File: config.mk
export PLATFORM = sky130hd
export DESIGN_NAME = uart_autobaud_ctrl
export DESIGN_NICKNAME = d
export VERILOG_FILES = /design/src/rtl/uart_pkg.sv /design/src/rtl/sync_2ff.sv /design/src/rtl/uart_autobaud_ctrl.sv
export SDC_FILE = /design/constraint.sdc
export NUM_CORES = 1
export LEC_CHECK = 0
export BUFFER_PORTS_ARGS = -buffer_cell sky130_fd_sc_hd__buf_2
export CAP_MARGIN = 0
export CORE_MARGIN = 2
export CORE_UTILIZATION = 55
export DETAILED_ROUTE_END_ITERATION = 8
export PLACE_DENSITY_LB_ADDON = 0.05
export SYNTH_ARGS = -nofsm -noshare
export SYNTH_HDL_FRONTEND = slang
export SYNTH_SLANG_ARGS = --single-unit
File: constraint.sdc
create_clock -name clk -period 3.7 [get_ports clk]
set_input_delay 0.37 -clock clk [delete_from_list [all_inputs] [get_ports clk]]
set_output_delay 0.37 -clock clk [all_outputs]
set_load 0.1 [all_outputs]
File: src/rtl/uart_pkg.sv
// Shared UART configuration types.
//   baud_sel_t  : 2-bit baud-select code seen by the Tx/Rx baud generators
//   ab_state_t  : state encoding of the auto-baud controller
//   bit_period(): bit period in system-clock cycles for a given baud rate
package uart_pkg;

  typedef enum logic [1:0] {
    BRD4800   = 2'b00,
    BRD9600   = 2'b01,
    BRD57600  = 2'b10,
    BRD115200 = 2'b11
  } baud_sel_t;

  typedef enum logic [2:0] {
    ST_IDLE,
    ST_ARM,
    ST_WAIT_FALL,
    ST_MEASURE,
    ST_APPLY
  } ab_state_t;

  // Integer division truncates, which matches how the generators divide.
  function automatic int unsigned bit_period(input int unsigned clk_freq,
                                             input int unsigned baud);
    return clk_freq / baud;
  endfunction

endpackage

File: src/rtl/sync_2ff.sv
// Generic two-flop synchroniser for bringing asynchronous signals into the
// clk domain.
//   clk   : destination clock
//   rst   : asynchronous active-high reset, loads RESET_VAL into both flops
//   d_i   : asynchronous input
//   q_o   : synchronised output, two clk cycles behind d_i
module sync_2ff #(
  parameter int unsigned      WIDTH     = 1,
  parameter logic [WIDTH-1:0] RESET_VAL = '0
) (
  input  logic             clk,
  input  logic             rst,
  input  logic [WIDTH-1:0] d_i,
  output logic [WIDTH-1:0] q_o
);

  logic [WIDTH-1:0] meta_q;
  logic [WIDTH-1:0] sync_q;

  always_ff @(posedge clk or posedge rst) begin
    if (rst) begin
      meta_q <= RESET_VAL;
      sync_q <= RESET_VAL;
    end else begin
      meta_q <= d_i;
      sync_q <= meta_q;
    end
  end

  assign q_o = sync_q;

endmodule

File: src/rtl/uart_autobaud_ctrl.sv
// Auto-baud / manual baud configuration controller for the UART baud
// generators. Measures the start-bit width of a sync character (first low
// pulse on rx) or takes a manual code, then applies the new select code while
// holding the generators in reset for RST_CYCLES cycles.
//   clk        : system clock (CLK_FREQ Hz)
//   rst        : asynchronous active-high reset
//   rx_i       : raw serial line, asynchronous, idle high
//   start_i    : pulse, begins auto-baud detection
//   cfg_wr_i   : pulse, manual select write (priority over start_i)
//   cfg_sel_i  : manual select code, valid with cfg_wr_i
//   sel_baud_o : select code to the generators (00=4800 .. 11=115200)
//   baud_rst_o : synchronous reset to the generators during a rate change
//   busy_o     : high whenever the controller is not idle
//   locked_o   : high once a rate has been applied
//   err_o      : sticky detection failure, cleared by start_i or cfg_wr_i
module uart_autobaud_ctrl
  import uart_pkg::*;
#(
  parameter int unsigned CLK_FREQ    = 10_000_000,
  parameter logic [1:0]  DEFAULT_SEL = 2'b01,
  parameter int unsigned RST_CYCLES  = 4
) (
  input  logic       clk,
  input  logic       rst,
  input  logic       rx_i,
  input  logic       start_i,
  input  logic       cfg_wr_i,
  input  logic [1:0] cfg_sel_i,
  output logic [1:0] sel_baud_o,
  output logic       baud_rst_o,
  output logic       busy_o,
  output logic       locked_o,
  output logic       err_o
);

  // Bit periods and classification thresholds, all in clk cycles.
  localparam int unsigned P4800   = bit_period(CLK_FREQ, 4800);
  localparam int unsigned P9600   = bit_period(CLK_FREQ, 9600);
  localparam int unsigned P57600  = bit_period(CLK_FREQ, 57600);
  localparam int unsigned P115200 = bit_period(CLK_FREQ, 115200);

  localparam int unsigned T0   = (P4800 + P9600) / 2;
  localparam int unsigned T1   = (P9600 + P57600) / 2;
  localparam int unsigned T2   = (P57600 + P115200) / 2;
  localparam int unsigned NMIN = P115200 / 2;
  localparam int unsigned NMAX = 2 * P4800;

  localparam int unsigned CNT_W = $clog2(NMAX + 1);

  localparam logic [CNT_W-1:0] T0_C   = CNT_W'(T0);
  localparam logic [CNT_W-1:0] T1_C   = CNT_W'(T1);
  localparam logic [CNT_W-1:0] T2_C   = CNT_W'(T2);
  localparam logic [CNT_W-1:0] NMIN_C = CNT_W'(NMIN);
  localparam logic [CNT_W-1:0] NMAX_C = CNT_W'(NMAX);

  // RST_CYCLES is limited to 1..15 so it fits the 4-bit apply counter.
  localparam logic [3:0] RST_C = 4'(RST_CYCLES);

  ab_state_t        state_q;
  baud_sel_t        sel_q;
  logic             baud_rst_q;
  logic             busy_q;
  logic             locked_q;
  logic             err_q;
  logic [CNT_W-1:0] n_q;
  logic [3:0]       apply_cnt_q;

  logic             rx_s;
  logic [CNT_W-1:0] n_d;
  baud_sel_t        class_d;
  baud_sel_t        pend_d;
  logic             too_short_d;
  logic             timeout_d;
  logic             go_apply_d;
  logic             fail_d;

  // rx idles high, so the synchroniser resets to 1 to avoid a fake falling
  // edge right after reset.
  sync_2ff #(
    .WIDTH     (1),
    .RESET_VAL (1'b1)
  ) u_rx_sync (
    .clk (clk),
    .rst (rst),
    .d_i (rx_i),
    .q_o (rx_s)
  );

  assign n_d         = n_q + CNT_W'(1);
  assign too_short_d = (n_q < NMIN_C);
  // Timeout fires on the cycle N would reach NMAX with the line still low.
  assign timeout_d   = (n_d >= NMAX_C);

  // Longer low pulse means slower rate; thresholds sit midway between the
  // nominal bit periods.
  always_comb begin
    if (n_q >= T0_C) begin
      class_d = BRD4800;
    end else if (n_q >= T1_C) begin
      class_d = BRD9600;
    end else if (n_q >= T2_C) begin
      class_d = BRD57600;
    end else begin
      class_d = BRD115200;
    end
  end

  // A manual write always wins over a measured result in the same cycle.
  assign pend_d = cfg_wr_i ? baud_sel_t'(cfg_sel_i) : class_d;

  // Decide when to enter APPLY or abandon detection. APPLY itself ignores
  // both host requests so a change in progress is never cut short.
  always_comb begin
    go_apply_d = 1'b0;
    fail_d     = 1'b0;
    case (state_q)
      ST_IDLE, ST_ARM, ST_WAIT_FALL: begin
        go_apply_d = cfg_wr_i;
      end
      ST_MEASURE: begin
        if (cfg_wr_i) begin
          go_apply_d = 1'b1;
        end else if (rx_s) begin
          if (too_short_d) begin
            fail_d = 1'b1;
          end else begin
            go_apply_d = 1'b1;
          end
        end else if (timeout_d) begin
          fail_d = 1'b1;
        end
      end
      default: begin
        go_apply_d = 1'b0;
        fail_d     = 1'b0;
      end
    endcase
  end

  // Main FSM with registered outputs. On APPLY entry the new code, baud_rst
  // and the locked drop all land on the same edge, so the generators never
  // run on the new code outside of reset.
  always_ff @(posedge clk or posedge rst) begin
    if (rst) begin
      state_q     <= ST_IDLE;
      sel_q       <= baud_sel_t'(DEFAULT_SEL);
      baud_rst_q  <= 1'b0;
      busy_q      <= 1'b0;
      locked_q    <= 1'b0;
      err_q       <= 1'b0;
      n_q         <= '0;
      apply_cnt_q <= '0;
    end else if (go_apply_d) begin
      state_q     <= ST_APPLY;
      sel_q       <= pend_d;
      baud_rst_q  <= 1'b1;
      busy_q      <= 1'b1;
      locked_q    <= 1'b0;
      apply_cnt_q <= 4'd1;
      if (cfg_wr_i) begin
        err_q <= 1'b0;
      end
    end else if (fail_d) begin
      state_q <= ST_IDLE;
      busy_q  <= 1'b0;
      err_q   <= 1'b1;
    end else begin
      case (state_q)
        ST_IDLE: begin
          if (start_i) begin
            state_q  <= ST_ARM;
            busy_q   <= 1'b1;
            locked_q <= 1'b0;
            err_q    <= 1'b0;
            n_q      <= '0;
          end
        end
        ST_ARM: begin
          if (rx_s) begin
            state_q <= ST_WAIT_FALL;
          end
        end
        ST_WAIT_FALL: begin
          if (!rx_s) begin
            n_q     <= CNT_W'(1);
            state_q <= ST_MEASURE;
          end
        end
        ST_MEASURE: begin
          n_q <= n_d;
        end
        ST_APPLY: begin
          // apply_cnt_q counts the cycles baud_rst has already been high.
          if (baud_rst_q) begin
            if (apply_cnt_q == RST_C) begin
              baud_rst_q <= 1'b0;
            end else begin
              apply_cnt_q <= apply_cnt_q + 4'd1;
            end
          end else begin
            locked_q <= 1'b1;
            busy_q   <= 1'b0;
            state_q  <= ST_IDLE;
          end
        end
        default: begin
          state_q    <= ST_IDLE;
          busy_q     <= 1'b0;
          baud_rst_q <= 1'b0;
        end
      endcase
    end
  end

  assign sel_baud_o = sel_q;
  assign baud_rst_o = baud_rst_q;
  assign busy_o     = busy_q;
  assign locked_o   = locked_q;
  assign err_o      = err_q;

endmodule

Word-level counts from Yosys, hierarchy flattened
Cells that the tools add are included.
Widths: inputs -> output; s select.
{"block": "op_classes", "mux": 47, "add_sub_neg": 2, "n_reduce_logical": 17, "eq_ne": 19, "n_bitwise": 2, "magnitude_cmp": 5}
{"cell": "$pmux 13 s3", "n": 1}
{"cell": "$mux 13", "n": 2}
{"cell": "$mux 1", "n": 25}
{"cell": "$mux 4", "n": 5}
{"cell": "$mux 3", "n": 6}
{"cell": "$pmux 3 s5", "n": 1}
{"cell": "$add 13x1->13 const B", "n": 1}
{"cell": "$ge 13x10->1 const B", "n": 1}
{"cell": "$ge 13x11->1 const B", "n": 1}
{"cell": "$ge 13x13->1 const B", "n": 1}
{"cell": "$ge 13x8->1 const B", "n": 1}
{"cell": "$lt 13x6->1 const B", "n": 1}
{"cell": "$ne 4x4->1 const B", "n": 3}
{"cell": "$reduce_bool 3->1", "n": 4}
{"cell": "$ne 2x2->1 const B", "n": 5}
{"cell": "$reduce_and 5->1", "n": 2}
{"cell": "$ne 3x3->1 const B", "n": 3}
{"cell": "$reduce_and 4->1", "n": 2}
{"cell": "$eq 3x2->1 const B", "n": 2}
{"cell": "$mux 2", "n": 3}
{"cell": "$pmux 1 s2", "n": 3}
{"cell": "$reduce_and 3->1", "n": 2}
{"cell": "$reduce_or 3->1", "n": 2}
{"cell": "$add 4x1->4 const B", "n": 1}
{"cell": "other kinds (12)", "n": 14}
{"block": "word_totals", "reg_bits": 28, "in_bits": 7, "output_inout_bits": 6, "elab_cells": 102}

Depth between registers and ports, before layout
Gate-level depths: netlist of run 1.
{"block": "depth", "ltp_word": 8, "ltp_mapped": 11, "mapped_depth_nobuf": 9}

Cells and area by module
Synthesis of run 1 repeated with hierarchy kept, for this count alone.
{"block": "unflattened", "cells_unflattened": 256, "hier_area_um2": 2130.8}
{"module": "uart_autobaud_ctrl", "cells_per_inst": 253, "area_each_um2": 2074.5, "seq_area_each_um2": 651.9, "n_inst": 1}
{"module": "sync_2ff", "cells_per_inst": 3, "area_each_um2": 56.3, "seq_area_each_um2": 52.6, "n_inst": 1}

Worst setup path before layout of run 1
Ideal clock, no wire load.
{"block": "synth_path", "kind": "register to register", "from": "register n_q[0]", "to": "register n_q[4]", "path_stages_with_launch": 12, "arrival_time_ns": 2.630, "setup_time_ns": 0.095, "setup_slack_ns": 0.974, "n_path_buf": 2, "t_required_ns": 3.605, "synth_period_minus_slack_ns": 2.726, "path_cell_list": "dfrtp_1 > clkbuf_1 > inv_1 > ha_1 > nand2b_1 > maj3_1 > o21ai_0 > a21oi_1 > o211a_1 > or4_1 > buf_2 > o31ai_1"}
{"block": "synth_between", "elab_chain_len": 8, "elab_cells_between_ends": 16, "cone_classes": "add/sub: 1; order compare: 2; mux: 10; bitwise: 2; reduce/logical: 1"}
{"element": "start: declaration", "line_no": "uart_autobaud_ctrl.sv:65", "text": "logic [CNT_W-1:0] n_q;"}
{"element": "start signal: assignment", "line_no": "uart_autobaud_ctrl.sv:190", "text": "n_q <= n_d;"}
{"element": "$add 13x1->13", "line_no": "uart_autobaud_ctrl.sv:89", "text": "assign n_d = n_q + CNT_W'(1);"}
{"element": "$ge 13x13->1", "line_no": "uart_autobaud_ctrl.sv:92", "text": "assign timeout_d = (n_d >= NMAX_C);"}
{"element": "$mux 1", "line_no": "uart_autobaud_ctrl.sv:129", "text": "end else if (timeout_d) begin"}
{"element": "$mux 1", "line_no": "uart_autobaud_ctrl.sv:123", "text": "end else if (rx_s) begin"}
{"element": "$mux 1", "line_no": "uart_autobaud_ctrl.sv:121", "text": "if (cfg_wr_i) begin"}
{"element": "$mux 1", "line_no": "uart_autobaud_ctrl.sv:116", "text": "case (state_q)"}
{"element": "$not 1->1 (no source line)"}
{"element": "$reduce_and 5->1 (no source line)"}
Parallel ways exist; a longest one is shown, timed or not.
A chain may end at the register's enable or synchronous reset.

Worst setup path after layout of run 1
{"block": "layout_path", "from": "register n_q[1]", "to": "register n_q[4]"}
Same word-level chain as after synthesis.

==> impl_metrics.py, run 1 <==
metrics = {
    "outcome": {
        "status": "finished, final reports clean",
    },
    "flow_run": {
        "maxCapViolCount": 0,
    },
    "yosys": {
        "synth_top_flop_cell": "dfrtp_1",
        "synth_cell_types": 50,
        "synth_nets": 234,
        "synth_area_um2": 1890,
        "synth_top_cell_area_share_pct": 33.0,
        "netlist_instances": 221,
        "ys_ff_latch": 28,
        "yosys-top-cells-area": "dfrtp_1, dfstp_2, nand2_1",
        "yosysWarnings": 0,
        "synth_edf_count": 0,
        "synth_area_leader_cell": "dfrtp_1",
        "yosysSeqAreaShare_pct": 37.2,
        "synthArstFlopShare_pct": 100,
        "post_synth.cell_area_avg_um2": 8.57,
    },
    "detailed_routing": {
        "post_drt_wl_per_cell_um": 16.2,
        "num_vias": 1672,
        "vias_per_cell": 6.29,
        "drc": 0,
        "drt-total-wl_um": 4320,
        "antenna_left": 0,
        "drt_iter0_drc": 173,
        "drt-pass1-iter-count": 4,
    },
    "power": {
        "ir_drop_v": 0.000434,
        "powerDensity_nw_per_um2": 515,
        "power_leakage_nw": 0.823,
        "p_total_mw": 1.01,
    },
    "global_routing": {
        "grt_pass1_vias": 1523,
        "grt_start_max_net_pins": 29,
        "antenna_found_initial": 0,
        "grt_usage_pct": 23.6,
        "grt_pass1_wl_um": 7370,
        "grt-ovfl-total": 0,
    },
    "die": {
        "die_area_um2": 3930,
        "num_io_pins": 13,
        "die_h_um": 62.7,
        "core_um2": 3310,
        "start_util_pct": 57.2,
        "num_rows": 21,
        "fp.dieW_um": 62.7,
    },
    "worst_setup_path": {
        "cp.arrival_ns": 3.51,
        "cp.required_ns": 3.94,
        "start_kind": "flop",
        "startpoint": "n_q[1]",
        "cp-endpoint": "n_q[4]",
        "path_class": "flop to flop",
        "crit_fanout": 14,
        "rr_worst_depth": 8,
        "r2r_slack_ns": 0.42,
        "endpoint_kind": "flop",
        "r2r-start": "n_q[1]",
        "r2r_end": "n_q[4]",
    },
    "layout": {
        "area_delta_synth_final_pct": 3.57,
        "layout_common_cells": "dfrtp_1, nand2_1, a21oi_1",
        "drive_gt1_share_pct": 11.8,
        "fin_cells": 266,
        "final_common_cell": "dfrtp_1",
        "layout.nets": 234,
        "fin_util_pct": 59.2,
        "diodes": 0,
    },
    "clock_network": {
        "cts_resized": 0,
        "clockBufferDepth": 2,
        "h-tree-depth": 1,
        "cts_buffers": 3,
        "cts_tree": "done",
        "hold_buffers": 0,
        "cts.sinks": 28,
        "clkLatencyLatePin_ns": 0.34,
        "post_cts.repair.setup_buffers": 0,
        "cts.clk_slew.worst_paths_ns": 0.14,
        "ctsRootBufferMaster": "clkbuf_4",
    },
    "timing": {
        "setup_viol": 0,
        "hold_viol": 0,
        "fin_crit_sh_pct": 88.6,
        "min_period_ns": 3.28,
        "slew_violations": 0,
        "skew_ns": 0.0191,
        "slew_headroom_pct": 30.3,
        "setup-tns-final_ns": 0,
        "fmax_mhz": 305,
        "tightest_slew_ns": 1.04,
        "rsz0062_at_grt": "no",
    },
    "placement": {
        "place_congestion": 0.884,
        "hpwl_um": 3120,
        "io_buffers": 12,
        "dp.cells": 262,
    },
    "min_path": {
        "hold_path_class": "primary input to flop",
    },
}
[layout make-up]
class / count / area, um2
fill: 326 / 1350
multi-input combinational: 163 / 1060
inverter: 12 / 45.0
sequential: 28 / 704
tap: 46 / 57.6
clock buffer: 4 / 26.3
timing repair buffer: 13 / 67.6
[state kept, by name, summed over array words and instances, names as in the netlist]
signal / cells
u_rx_sync.q_o: 1
err_o: 1
busy_o: 1
u_rx_sync.meta_q: 1
locked_o: 1
sel_baud_o: 2
n_q: 13
apply_cnt_q: 4
baud_rst_o: 1
state_q: 3
[cells by family (layout without fill, tap and decap cells)]
kind of cell | count (synthesis) | after routing | synth area share [%]
simple gates | 79 | 79 | 22.1
xor+xnor | 9 | 9 | 4.16
compound gates | 65 | 65 | 23.5
buf+inv | 30 | 29 | 6.81
flops | 28 | 28 | 37.2
mux | 3 | 3 | 1.72
fa+ha+maj | 7 | 7 | 4.49
[how the worst min path moves through the flow]
| stage | slack, ns | startpoint | depth (start not counted) | to |
|---|---|---|---|---|
| after floorplan | 0.35 | u_rx_sync.meta_q | 0 | u_rx_sync.q_o |
| after global placement | 0.35 | u_rx_sync.meta_q | 0 | u_rx_sync.q_o |
| after detailed placement | 0.35 | u_rx_sync.meta_q | 0 | u_rx_sync.q_o |
| after CTS | 0.12 | rx_i | 1 | u_rx_sync.meta_q |
| after global routing | 0.11 | rx_i | 1 | u_rx_sync.meta_q |
| final | 0.13 | rx_i | 1 | u_rx_sync.meta_q |
[worst max-delay path, stage by stage (launching register included)]
cell and delay (ns):
dfrtp_1 0.61, ha_1 0.38, and4_1 0.32, mux2i_1 0.11
a2bb2oi_1 0.17, or4_1 0.42, o211a_1 0.23, or4_1 0.63
o31ai_1 0.31
[metrics by stage]
step	hold WS (ns)	instance area [um2]	setup slack [ns]
finish	0.132	1960	0.423
global placement	0.347	1930	0.570
detailed placement	0.349	1930	0.467
CTS	0.117	1960	0.430
floorplan	0.345	1890	0.975
global route	0.113	1960	0.212
[synthesized netlist by cell type (all sizes together) (2+ instances only)]
library cell	count
nand3	11
nor4	6
o2111ai	2
o31ai	7
mux2	2
a31oi	4
xor2	4
o21ai	15
nor2	12
ha	6
nand2	21
dfstp	3
nor3	6
and2	2
and3	2
or4	3
o41ai	7
inv	12
dfrtp	25
and4	2
or2	3
xnor2	5
a211oi	2
nand4	4
nand2b	5
a21boi	2
clkbuf	10
o211ai	3
buf	8
a21oi	14
[where the power goes]
group	switching, mW	internal [mW]	total (mW)
Sequential	0.0612	0.363	0.425
Combinational	0.346	0.106	0.452
Clock	0.0904	0.0423	0.133
[per-layer routing]
metal  vias up  GRT usage (%)  routed length [um]
li1        803              -                   -
met5         -              0                   0
met4         0           8.61                 101
met3        10           1.98                 275
met1       800           33.2                1910
met2        59           38.2                2030
(Power assumes the default switching activity.)
==> run 2: changes to the inputs <==
--- a/config.mk
+++ b/config.mk
@@ -10,7 +10,9 @@
 export CORE_MARGIN = 2
 export CORE_UTILIZATION = 55
 export DETAILED_ROUTE_END_ITERATION = 8
+export GPL_ROUTABILITY_DRIVEN = 0
 export PLACE_DENSITY_LB_ADDON = 0.05
 export SYNTH_ARGS = -nofsm -noshare
 export SYNTH_HDL_FRONTEND = slang
+export SYNTH_HIERARCHICAL = 1
 export SYNTH_SLANG_ARGS = --single-unit
==> run 2 against run 1 <==
Effect of this change: global-route usage rose by 2.6 points; register-to-register slack improved by 0.46 ns; clock power rose by 84%; hold slack got worse by 0.028 ns; synthesized cell count rose by 16%; critical endpoint is now n_q[0]; highest routed layer unchanged.
==> impl_metrics.py, run 2 <==
metrics = {
    "outcome": {
        "status": "finished, final reports clean",
    },
    "clock_network": {
        "h-tree-depth": 1,
        "cts_buffers": 3,
        "cts_tree": "done",
        "cts_resized": 0,
        "cts.sinks": 28,
        "clockBufferDepth": 2,
        "clkLatencyLatePin_ns": 0.28,
        "hold_buffers": 0,
        "cts.clk_slew.worst_paths_ns": 0.10,
        "post_cts.repair.setup_buffers": 0,
        "ctsRootBufferMaster": "clkbuf_8",
    },
    "min_path": {
        "hold_path_class": "primary input to asynchronous set/reset pin",
    },
    "yosys": {
        "synthArstFlopShare_pct": 100,
        "netlist_instances": 256,
        "synth_top_cell_area_share_pct": 29.4,
        "synth_nets": 269,
        "synth_area_leader_cell": "dfrtp_1",
        "yosysSeqAreaShare_pct": 33.1,
        "post_synth.cell_area_avg_um2": 8.32,
        "synth_cell_types": 61,
        "yosys-top-cells-area": "dfrtp_1, nand2_1, dfstp_2",
        "yosysMostFrequentCell": "nand2_1",
        "synth_edf_count": 0,
        "synth_commonest_cells": "nand2_1, dfrtp_1, inv_1",
        "ys_ff_latch": 28,
        "yosysWarnings": 6,
        "synth_top_flop_cell": "dfrtp_1",
        "synth_area_um2": 2130,
    },
    "worst_setup_path": {
        "r2r_slack_ns": 0.88,
        "start_kind": "flop",
        "crit_chain": "ha_1 > nand4_1 > or4_1 > a31oi_1 > a21oi_1 > a31oi_4 > mux2_4",
        "cp.arrival_ns": 2.99,
        "crit_fanout": 12,
        "rr_worst_depth": 7,
        "critPathTopFamily": "simple AND/OR/NAND/NOR gates",
        "path_class": "flop to flop",
        "cpPeakStageDelay_ns": 0.58,
        "slowest_stage": "dfrtp_1",
        "endpoint_kind": "flop",
        "worst-path-buf-inv": 0,
        "r2r_end": "n_q[0]",
        "r2r-start": "n_q[0]",
        "cp.required_ns": 3.87,
    },
    "layout": {
        "final_common_cell": "nand2_1",
        "largest_registers": "n_q (13), apply_cnt_q (4), state_q (3)",
        "layout_common_cells": "nand2_1, dfrtp_1, inv_1",
        "fill_cells": 360,
        "fin_util_pct": 60.2,
        "layout.nets": 267,
        "largest_reg_flops": 13,
        "regMostFlops": "n_q",
        "seq_area_um2": 704,
        "area_delta_synth_final_pct": 4.29,
        "drive_gt1_share_pct": 13.0,
        "multi_input_area_um2": 1260,
        "diodes": 0,
    },
    "detailed_routing": {
        "num_vias": 1952,
        "post_drt_wl_per_cell_um": 17.0,
        "drt_iter0_drc": 195,
        "vias_per_cell": 6.49,
        "drc": 0,
        "drt-total-wl_um": 5100,
        "drt-pass1-iter-count": 5,
        "antenna_left": 0,
    },
    "power": {
        "power_leakage_nw": 0.913,
        "ir_drop_v": 0.000626,
        "p_total_mw": 1.18,
        "powerDensity_nw_per_um2": 533,
    },
    "timing": {
        "fmax_mhz": 355,
        "layout_setup_ws_ns": 0.885,
        "hold_viol": 0,
        "min_period_ns": 2.82,
        "hold-worst-slack_ns": 0.103,
        "fin_crit_sh_pct": 76.1,
        "slew_violations": 0,
        "setup-tns-final_ns": 0,
        "skew_ns": 0.00298,
        "slew_headroom_pct": 35.3,
        "tightest_slew_ns": 0.970,
        "rsz0062_at_grt": "no",
        "setup_viol": 0,
    },
    "die": {
        "die_area_um2": 4390,
        "fp.dieW_um": 66.2,
        "core_um2": 3690,
        "num_rows": 22,
        "num_io_pins": 13,
        "start_util_pct": 57.8,
        "die_h_um": 66.2,
    },
    "global_routing": {
        "grt_start_max_net_pins": 27,
        "grt_usage_pct": 26.2,
        "grt-ovfl-total": 0,
        "grt_pass1_wl_um": 8890,
        "grt_pass1_vias": 1766,
        "antenna_found_initial": 0,
    },
    "placement": {
        "io_buffers": 12,
        "hpwl_um": 3730,
        "pre_cts_slack_ns": 0.904,
    },
    "flow_run": {
        "maxCapViolCount": 0,
    },
}
[run 2: changes by cell type after synthesis, sizes merged, moves of 3 or more]
cell / change
a211oi: +4
a21oi: -6
a31oi: +4
buf: +8
clkbuf: -6
inv: +4
nand2: +7
nor3b: +3
o21ai: +6
o22ai: +4
o41ai: -7
[run 2: layout make-up]
cell class              count  area share (%)
clock buffers               3            1.86
flip-flops and latches     28            31.7
well taps                  48            2.70
clock inverters             1            1.35
multi-input cells         192            56.6
repair buffers             13            3.04
inverters                  16            2.70
[run 2: stage by stage]
| step | cells | cell area [um2] |
|---|---|---|
| 3_3_place_gp | 297 | 2150 |
| 5_1_grt | 301 | 2220 |
| 3_5_place_dp | 297 | 2150 |
| 2_1_floorplan | 256 | 2130 |
| 6_report | 301 | 2220 |
| 4_1_cts | 301 | 2220 |
[run 2: kinds of logic after synthesis]
logic type,after synthesis,share of synthesized area [%]
DFF,28,33.1
and+or+nand+nor,99,25.1
muxes,5,2.94
adders and majority gates,6,3.52
xor gates and xnor gates,7,2.88
buffers and inverters,36,7.87
AOI/OAI and AO/OA,75,24.7
[run 2: worst max path at each step]
stage / from / end / slack, ns / depth (start not counted)
3_5_place_dp: n_q[0] / n_q[0] / 0.90 / 7
3_3_place_gp: n_q[0] / n_q[3] / 0.93 / 7
5_1_grt: n_q[0] / n_q[0] / 0.64 / 7
4_1_cts: n_q[0] / n_q[0] / 0.88 / 7
6_report: n_q[0] / n_q[0] / 0.88 / 7
2_1_floorplan: n_q[0] / n_q[0] / 1.42 / 9
[run 2: per-layer routing]
metal / part of all wire (%) / vias to the layer above / track usage (%)
li1: - / 934 / -
met1: 45 / 919 / 37.5
met2: 46 / 88 / 41.4
met3: 6.4 / 11 / 2.73
met4: 1.8 / 0 / 8.16
met5: 0 / - / 0
[run 2: where the power goes]
group / internal (mW) / total, mW / switching (mW)
logic: 0.134 / 0.500 / 0.366
registers: 0.367 / 0.440 / 0.0727
clock network: 0.145 / 0.245 / 0.100
total: 0.646 / 1.18 / 0.539
==> run 3: changes to the inputs <==
==> constraint.sdc (replaced) <==
create_clock -name clk -period 2.61 [get_ports clk]
set_input_delay 0.261 -clock clk [delete_from_list [all_inputs] [get_ports clk]]
set_output_delay 0.261 -clock clk [all_outputs]
set_load 0.1 [all_outputs]
==> run 3 against run 2 <==
Effect of this change: core utilization rose by 4.3 points; sequential share of layout area fell by 2.1 points; design area rose by 7.2%; sequential cell count did not move; sequential power rose by 32%; clock skew fell by 0.00091 ns; largest cell class unchanged; first-iteration DRC count fell by 2.6%; final cell count rose by 7.0%; combinational power rose by 57%; total power rose by 38%; count of clock-buffer cells in the layout rose by 1; setup slack got worse by 0.78 ns.
==> impl_metrics.py, run 3 (synthesized netlist as in run 2, its figures left out) <==
metrics = {
    "outcome": {
        "status": "finished, final reports clean",
    },
    "detailed_routing": {
        "vias_per_cell": 6.21,
        "antenna_left": 0,
        "drt_iter0_drc": 190,
        "drc": 0,
        "drt-total-wl_um": 5450,
        "drt-pass1-iter-count": 6,
        "post_drt_wl_per_cell_um": 16.9,
        "num_vias": 1999,
    },
    "die": {
        "start_util_pct": 57.8,
        "num_rows": 22,
        "fp.dieW_um": 66.2,
        "die_h_um": 66.2,
        "num_io_pins": 13,
        "die_area_um2": 4390,
        "core_um2": 3690,
    },
    "worst_setup_path": {
        "endpoint_kind": "flop",
        "cp.required_ns": 2.78,
        "start_kind": "flop",
        "cp.arrival_ns": 2.67,
        "crit_fanout": 8,
        "path_class": "flop to flop",
    },
    "layout": {
        "regMostFlops": "n_q",
        "fin_util_pct": 64.6,
        "diodes": 0,
        "layout.nets": 288,
        "largest_registers": "n_q (13), apply_cnt_q (4), state_q (3)",
        "fill_cells": 358,
        "layout_common_cells": "nand2_1, dfrtp_1, buf_4",
        "area_delta_synth_final_pct": 11.7,
        "stdcell_area_um2": 2380,
        "largest_reg_flops": 13,
        "seq_area_um2": 704,
        "multi_input_area_um2": 1280,
        "drive_gt1_share_pct": 20.8,
        "final_common_cell": "nand2_1",
    },
    "power": {
        "power_frac_seq_pct": 35.7,
        "p_comb_share_pct": 48.0,
        "p_int_uw": 881,
        "ir_drop_v": 0.000756,
        "powerDensity_nw_per_um2": 686,
        "power_frac_clock_pct": 16.3,
        "power_leakage_nw": 1.02,
        "p_sw_uw": 753,
        "swShare_pct": 46.1,
    },
    "global_routing": {
        "grt_start_max_net_pins": 27,
        "grt_pass1_wl_um": 9180,
        "grt-ovfl-total": 0,
        "antenna_found_initial": 0,
        "grt_pass1_vias": 1901,
        "grt_usage_pct": 27.7,
    },
    "flow_run": {
        "maxCapViolCount": 0,
    },
    "timing": {
        "hold_viol": 0,
        "tightest_slew_ns": 0.568,
        "setup-tns-final_ns": 0,
        "slew_violations": 0,
        "min_period_ns": 2.50,
        "setup_viol": 0,
        "skew_ns": 0.00207,
        "fmax_mhz": 400,
        "fin_crit_sh_pct": 95.8,
        "slew_headroom_pct": 62.1,
        "rsz0062_at_grt": "no",
    },
    "clock_network": {
        "cts_tree": "done",
        "cts_buffers": 3,
        "ctsRootBufferMaster": "clkbuf_8",
        "cts.clk_slew.worst_paths_ns": 0.09,
        "post_cts.repair.setup_buffers": 0,
        "cts.sinks": 28,
        "cts_resized": 0,
        "clockBufferDepth": 2,
        "h-tree-depth": 1,
        "clkLatencyLatePin_ns": 0.27,
        "hold_buffers": 0,
    },
    "placement": {
        "hpwl_um": 4140,
        "place_area_um2": 2310,
        "io_buffers": 12,
    },
    "min_path": {
        "hold_path_class": "primary input to asynchronous set/reset pin",
    },
}
## run 3: through the flow
step | worst slack [ns] | hold WS, ns | cells | total power [mW]
6_report | 0.109 | 0.00334 | 322 | 1.63
4_1_cts | 0.116 | 0.00462 | 322 | 1.64
2_1_floorplan | 0.330 | 0.173 | 256 | 1.21
3_3_place_gp | 0.0722 | 0.293 | 318 | 1.37
3_5_place_dp | 0.143 | 0.310 | 318 | 1.37
5_1_grt | 0.0113 | 0.00974 | 322 | 1.74
## run 3: area by class of cell
| type | count | area share [%] |
|---|---|---|
| multi-input combinational | 192 | 53.6 |
| inverter | 16 | 2.52 |
| clock buffer | 4 | 2.31 |
| sequential | 28 | 29.6 |
| timing repair buffer | 34 | 9.46 |
| tap | 48 | 2.52 |
## run 3: routing by layer
layer / global-route usage (%) / up-vias / wire, um
met5: 0 / - / 0
met3: 3.07 / 7 / 345
met2: 45.4 / 72 / 2630
met1: 38.3 / 943 / 2410
li1: - / 977 / -
met4: 8.93 / 0 / 63
## run 3: path summary, 6_finish.rpt
check                                       from                to  slack, ns  cells after the start
min in group clk                            rx_i  u_rx_sync/meta_q       0.07                      1
worst min register to register  u_rx_sync/meta_q     u_rx_sync/q_o       0.36                      0
worst max-delay path                      n_q[1]            busy_o       0.11                      8
worst min-delay path                         rst     u_rx_sync/q_o      0.003                      2
worst max register to register            n_q[1]            busy_o       0.11                      8
max in group asynchronous                    rst     sel_baud_o[0]       2.28                      3
## run 3: power by group through the flow
stage | clock (mW) | combinational [mW] | sequential, mW
final | 0.267 | 0.784 | 0.583
after global routing | 0.293 | 0.850 | 0.594
after CTS | 0.274 | 0.786 | 0.583
after detailed placement | 0 | 0.786 | 0.589
after global placement | 0 | 0.777 | 0.590
after floorplan | 0 | 0.361 | 0.849
## run 3: worst max-delay path: stages, from the launching register on
cell      delay (ns)
dfrtp_1         0.44
ha_1            0.23
buf_4           0.17
or4b_1          0.47
nor3_1          0.19
a211oi_2        0.11
nor3b_2         0.32
a211oi_2        0.13
mux2_1          0.33
